`config.mk`:
```
export PLATFORM = sky130hd
export DESIGN_NAME = alarm_bank
export DESIGN_NICKNAME = d
export VERILOG_FILES = /design/src/rtl/alarm_bank.sv
export SDC_FILE = /design/constraint.sdc
export NUM_CORES = 1
export LEC_CHECK = 0
export ABC_CLOCK_PERIOD_IN_PS = 9420
export CORE_ASPECT_RATIO = 0.6
export CORE_MARGIN = 3
export CORE_UTILIZATION = 37
export CTS_CLUSTER_DIAMETER = 40
export DETAILED_ROUTE_END_ITERATION = 8
export PLACE_DENSITY_LB_ADDON = 0.3
export SETUP_SLACK_MARGIN = 0.2
export SLEW_MARGIN = 20
export SYNTH_ARGS = -nofsm -noshare
export SYNTH_HDL_FRONTEND = slang
export SYNTH_SLANG_ARGS = --single-unit
export TNS_END_PERCENT = 10
```
`constraint.sdc`:
```
create_clock -name clk -period 9.42 [get_ports clk]
set_input_delay 1.884 -clock clk [delete_from_list [all_inputs] [get_ports clk]]
set_output_delay 1.884 -clock clk [all_outputs]
set_load 0.005 [all_outputs]
```
`src/rtl/alarm_bank.sv`:
```
// alarm_bank: multi-channel BCD alarm unit with a ring/snooze FSM per channel.
// Optional snooze support is compiled in when ALARM_SNOOZE_EN is defined;
// without it each channel only moves between IDLE and RING.
module alarm_bank #(
    parameter int N_ALARMS    = 4,
    parameter int CH_W        = 2,
    parameter int HOURS_24    = 0,
    parameter int RING_SECS   = 16,
    parameter int SNOOZE_SECS = 60
) (
    input  logic                clk,
    input  logic                rst,
    input  logic                tick_1hz,
    input  logic [19:0]         present_time,
    input  logic                edit_en,
    input  logic [CH_W-1:0]     edit_ch,
    input  logic [2:0]          edit_field,
    input  logic                edit_inc,
    input  logic                arm_toggle,
    input  logic                stop,
    input  logic                snooze,
    output logic [19:0]         al_time_rd,
    output logic [N_ALARMS-1:0] armed,
    output logic [N_ALARMS-1:0] ring,
    output logic                any_ring
);

`ifdef ALARM_SNOOZE_EN
    typedef enum logic [1:0] {S_IDLE, S_RING, S_SNOOZE} state_t;
`else
    typedef enum logic {S_IDLE, S_RING} state_t;
`endif

    localparam logic [1:0] MAX_H10 = (HOURS_24 != 0) ? 2'd2 : 2'd1;

    logic [N_ALARMS-1:0][19:0] al_time;
    logic [N_ALARMS-1:0]       ring_nxt;
    logic                      edit_hit;

    // An hour is invalid past 11 (12h) or past 23 (24h)
    function automatic logic hour_bad(input logic [1:0] h10, input logic [3:0] h);
        if (HOURS_24 != 0) hour_bad = (h10 == 2'd2) && (h > 4'd3);
        else               hour_bad = (h10 == 2'd1) && (h > 4'd1);
    endfunction

    // Increment one BCD digit in place; no carry into neighbouring digits
    function automatic logic [19:0] bump(input logic [19:0] t, input logic [2:0] f);
        logic [19:0] r;
        logic [3:0]  d;
        logic [1:0]  h10n;
        r = t;
        case (f)
            3'd0: r[3:0]   = (t[3:0]   >= 4'd9) ? 4'd0 : t[3:0]   + 4'd1;
            3'd1: r[6:4]   = (t[6:4]   >= 3'd5) ? 3'd0 : t[6:4]   + 3'd1;
            3'd2: r[10:7]  = (t[10:7]  >= 4'd9) ? 4'd0 : t[10:7]  + 4'd1;
            3'd3: r[13:11] = (t[13:11] >= 3'd5) ? 3'd0 : t[13:11] + 3'd1;
            3'd4: begin
                d = (t[17:14] >= 4'd9) ? 4'd0 : t[17:14] + 4'd1;
                if (hour_bad(t[19:18], d)) d = 4'd0;
                r[17:14] = d;
            end
            3'd5: begin
                h10n = (t[19:18] >= MAX_H10) ? 2'd0 : t[19:18] + 2'd1;
                r[19:18] = h10n;
                if (hour_bad(h10n, t[17:14])) r[17:14] = 4'd0;
            end
            default: r = t;
        endcase
        return r;
    endfunction

    assign edit_hit = int'(edit_ch) < N_ALARMS;

    // Combinational read-back of the channel being edited
    always_comb begin
        al_time_rd = '0;
        if (edit_hit) al_time_rd = al_time[edit_ch];
    end

    // Alarm time storage and arm flags
    always_ff @(posedge clk) begin
        if (rst) begin
            al_time <= '0;
            armed   <= '0;
        end else begin
            if (edit_en && edit_inc && edit_hit)
                al_time[edit_ch] <= bump(al_time[edit_ch], edit_field);
            if (arm_toggle && edit_hit)
                armed[edit_ch] <= ~armed[edit_ch];
        end
    end

    for (genvar i = 0; i < N_ALARMS; i++) begin : g_ch
        state_t     st, st_nxt;
        logic [7:0] cnt, cnt_nxt;
        logic       match, disarm;

        assign match  = tick_1hz && armed[i] && (present_time == al_time[i]);
        assign disarm = arm_toggle && edit_hit && (int'(edit_ch) == i) && armed[i];

        // Next-state: stop beats disarm beats snooze beats tick/match
        always_comb begin
            st_nxt  = st;
            cnt_nxt = cnt;
            if (stop || disarm) begin
                st_nxt  = S_IDLE;
                cnt_nxt = '0;
            end else begin
                case (st)
                    S_IDLE: if (match) begin
                        st_nxt  = S_RING;
                        cnt_nxt = '0;
                    end
                    S_RING: begin
`ifdef ALARM_SNOOZE_EN
                        if (snooze) begin
                            st_nxt  = S_SNOOZE;
                            cnt_nxt = '0;
                        end else
`endif
                        if (tick_1hz) begin
                            if (cnt == 8'(RING_SECS - 1)) begin
                                st_nxt  = S_IDLE;
                                cnt_nxt = '0;
                            end else begin
                                cnt_nxt = cnt + 8'd1;
                            end
                        end
                    end
`ifdef ALARM_SNOOZE_EN
                    S_SNOOZE: if (tick_1hz) begin
                        if (cnt == 8'(SNOOZE_SECS - 1)) begin
                            st_nxt  = S_RING;
                            cnt_nxt = '0;
                        end else begin
                            cnt_nxt = cnt + 8'd1;
                        end
                    end
`endif
                    default: begin
                        st_nxt  = S_IDLE;
                        cnt_nxt = '0;
                    end
                endcase
            end
        end

        // Channel state register
        always_ff @(posedge clk) begin
            if (rst) begin
                st  <= S_IDLE;
                cnt <= '0;
            end else begin
                st  <= st_nxt;
                cnt <= cnt_nxt;
            end
        end

        assign ring_nxt[i] = (st_nxt == S_RING);
    end

`ifndef ALARM_SNOOZE_EN
    logic       unused_snooze;
    logic [7:0] unused_snooze_secs;
    assign unused_snooze      = snooze;
    assign unused_snooze_secs = 8'(SNOOZE_SECS);
`endif

    // Registered ring outputs, derived from next state so they track the FSM exactly
    always_ff @(posedge clk) begin
        if (rst) begin
            ring     <= '0;
            any_ring <= 1'b0;
        end else begin
            ring     <= ring_nxt;
            any_ring <= |ring_nxt;
        end
    end

endmodule

```
* Word level (Yosys, flattened, before mapping)
Index checks and enable logic that the tools add are counted.
Cells by class: add/sub/neg operators 10, order comparisons 10, multiply operators 0, divide/modulo/power cells 0, bitwise logic cells 5, reduce and logical (&&, ||, !) cells 35, eq/ne operators 26, shift operators 0, muxes and demuxes 78
Operators by type and width (number):
- $mux W8 | 12
- $bwmux W80 | 1
- $eq A20 B20 Y1 | 4
- $pmux W8 S2 | 4
- $mux W4 | 13
- $bmux W20 S2 | 1
- $demux W20 S2 | 1
- $mux W20 | 2
- $add A8 B1 Y8 const B | 4
- $eq A8 B4 Y1 const B | 4
- $mux W1 | 24
- $mux W3 | 8
- $logic_and A1 B1 Y1 | 20
- $ne A2 B2 Y1 const B | 8
- $add A4 B1 Y4 const B | 3
- $ge A4 B4 Y1 const B | 3
- $gt A4 B1 Y1 const B | 2
- $mux W2 | 4
- $pmux W1 S2 | 4
- $pmux W4 S2 | 1
- $reduce_and A2 Y1 | 4
- $reduce_or A2 Y1 | 4
- $add A3 B1 Y3 const B | 2
- $eq A2 B1 Y1 const B | 3
- other kinds (16) | 28
Word-level totals: latch bits 0, RAM bits 0, memory bits (read-only) 0, memories kept 0, register bits 125, word-level logic and storage cells 179, bits of input ports 33

* Longest topological paths before layout
word-level depth 14, depth in mapped cells 10

* Least setup slack after synthesis
OpenSTA, ideal clock, no wires.
path kind input to output, from input edit_ch[0], to output al_time_rd[7], data required time 7536 ps, arrival time 2804 ps, stages on the path 3, path slack 4732 ps, path through buf_6 -> buf_4 -> mux4_2
On the way: cells in the longest elaborated chain, start to end 2
RTL lines:
- start, declared | line 16 | input logic [CH_W-1:0] edit_ch,
- $bmux W20 S2 | line 77 | if (edit_hit) al_time_rd = al_time[edit_ch];
- $mux W20 (not written as such) | line 77
- end, declared | line 22 | output logic [19:0] al_time_rd,
No other way between the ends. The select of a mux whose other input is x is not followed.

* Final worst setup path
from input edit_ch[0], to output al_time_rd[12]
The elaborated chain is that of the path after synthesis.

==> run metrics <==
top-level I/O count=62; starting density of the core=0.3871; RSZ-0062 raised after global routing=no; fin crit period=between 5 and 6 ns; hold_sp=g_ch[3].cnt[7]; crit-path max FO=31; Synth cell types=52; cell type with the largest total area after synthesis=dfxtp_1; CTS Hold Bufs=0; status=complete, no violations; slowest CP cell=mux4_1; Register Area=2422 µm²; routability cong.=~0.88; pin count of the biggest net entering global routing=just under 90; Routed WL=between 15 and 20 mm; core area=about 18000 µm²; FMAX=~170 MHz; hold slack=roughly 0.47 ns; DRT antenna net count=0; setup ws final=3.602 ns; total CTS buffers=17; top-area cell type share of the netlist area=0.3558; CTS tree=done; Largest delay share family, worst path=buffers and inverters; H-tree Lvls=4; fillcell total=1695; final setup fails=0; crit start category=input port; worst hold path class=flip-flop to flip-flop; #FFs+latches synth=roughly 120; filler-free cell count of the finished design=about 1100; clk sink count=121; most common cell after layout, fill and taps aside=dfxtp_1; n_diodes=0; Rel. slew slack=0.3502; setup_tns=0 ns; die area=~20000 µm²; final hold vios=0; chip height=111.1 µm; Crit path largest cell delay=about 0.80 ns; Synth Flop Type=dfxtp_1; YS warnings=0; share of cells above drive strength 1=0.08852; max-cap violation count=0; P&R area growth vs syn=20.47%; Setup Skew=0.01061 ns; WP buf/inv=2; P_leak=~2.9 nW; Mean Syn Cell Area=around 8.7 µm²; Resize count post-CTS=0; Worst IR Drop VDD=approximately 0.13 mV; most frequent cells in the layout=121 x dfxtp_1, 109 x nor2_1, 75 x a211oi_1; Post-Synthesis Cells=~780; R2R Setup Slk=roughly 6.6 ns; post-synthesis cell area=between 6000 and 7000 µm²; EDFF count, synth=0; global route total overflow=0; most area-consuming cells after synthesis=dfxtp_1 36%, xor2_1 8.7%, a211oi_1 8.3%; area of the multi-input gates=between 4000 and 5000 µm²; # DRC=0; WL/cell=about 19 µm; Reg2Reg Capture Point=al_time[56]; Setup CP Type=input port to output port; pre-CTS setup slack=between 3 and 4 ns; 1st-pass router iterations=5; Seq/Total Area, Yosys=0.3558; placed insts=roughly 1000; Worst Reg-to-Reg Cells=7; Critical Path Source=edit_ch[0]; setup bufs post-CTS=0; Async SR Flop Fraction=0; die width=about 180 µm; IO Port Bufs=60; via/cell ratio=5.625; Synth Net Count=just over 800; power density over the cells=roughly 170 nW/µm²; hpwl dp=roughly 14 mm; overall power=approximately 1.4 mW; Final nets=roughly 880; RR Startpoint=al_time[78]; clock-pin slew on the worst setup and hold paths=roughly 0.060 ns; worst endpoint data arrival time=just under 4 ns; Worst-Margin Slew=0.9747 ns; Hold Crit Depth=1; fin. max-slew vios=0; vias=around 6000; Crit path required time=approximately 7.5 ns; final period utilization=0.6177; Clk Tree Root Cell=clkbuf_16; critical path cell sequence=buf_2 > mux4_1 > clkdlybuf4s50_1; GRT Total Usage=0.1980; hold path endpoint=g_ch[3].cnt[7]; worst-case clock buffer depth=2; latest clock arrival within the worst-skew pair=roughly 0.4 ns; first-pass GRT wire length=approximately 31 mm; initial antenna violation count=0; CP Capture Type=output port; initial drt markers=639; vias in the first global route=about 5300; Rows=37
## power by group
group	internal [mW]	switching [mW]	total [mW]
Sequential	0.524	0.0123	0.536
Clock	0.453	0.253	0.705
Combinational	0.0601	0.0860	0.146
Total	1.04	0.351	1.39
## state kept, by name, indices dropped and copies added, names as in the netlist
signal and flops:
g_ch.st 1, armed 4, g_ch.cnt 32, al_time 80, ring 3, any_ring 1
## Yosys cell counts (5+ instances only)
library cell / instances
a31oi_1: 20
o21a_1: 7
inv_1: 19
dfxtp_1: 121
nand3_1: 19
a21oi_1: 20
o21ai_0: 32
buf_1: 7
nand2_1: 52
nor3_1: 17
mux2i_1: 5
ha_1: 19
buf_4: 5
and3_1: 5
a211oi_1: 75
nand2b_1: 10
mux4_2: 18
nor2_1: 109
xor2_1: 68
nor4_1: 21
clkbuf_1: 21
nor3b_1: 8
buf_2: 8
nand4_1: 14
xnor2_1: 16
## cell type report
class                      instances  area share
sequential                       121      0.2953
multi-input combinational        597      0.5044
timing repair buffer              67     0.07840
tap                              234     0.03569
clock inverter                    13     0.02349
inverter                          19    0.008694
clock buffer                      19     0.05400
## metal layers
| layer | GRT usage | routed length, µm | vias up |
|---|---|---|---|
| li1 | - | - | 2950 |
| met5 | 0 | 0 | - |
| met3 | 0.04262 | 1749 | 15 |
| met4 | 0.04817 | 194 | 0 |
| met1 | 0.3310 | 10570 | 2814 |
| met2 | 0.2459 | 7325 | 240 |
## how the worst max path moves through the flow
stage / to / slack [ns] / cells past startpoint
after detailed placement: al_time_rd[12] / 3.56 / 3
after CTS: al_time_rd[12] / 3.56 / 3
after floorplan: al_time_rd[7] / 4.73 / 3
after global routing: al_time_rd[5] / 3.45 / 3
final: al_time_rd[12] / 3.60 / 3
after global placement: al_time_rd[12] / 3.57 / 3
## logic make-up after synthesis
kind of cell | count (synthesis) | share of synthesized area
multiplexers | 25 | 0.07461
AO/OA/AOI/OAI | 187 | 0.1867
AND/OR/NAND/NOR | 282 | 0.2010
XOR/XNOR | 84 | 0.1080
adder cells (fa/ha/maj) | 19 | 0.03491
buffers and inverters | 61 | 0.03896
flip-flops | 121 | 0.3558
## worst reg2reg max path: cells and delay by family (launching register included)
kind,cells,cell delay (ns)
compound gates,1,0.34
mux,1,0.53
simple gates,4,1.23
flops,1,0.35
fa+ha+maj,1,0.24
## stage by stage
stage | instance area [µm²] | utilization
2_1_floorplan | 6809 | -
3_3_place_gp | 7567 | 0.4302
3_5_place_dp | 7567 | 0.4302
4_1_cts | 8203 | 0.4663
5_1_grt | 8203 | 0.4663
6_report | 8203 | 0.4663
Note: power is estimated with default switching activity, not from simulation.
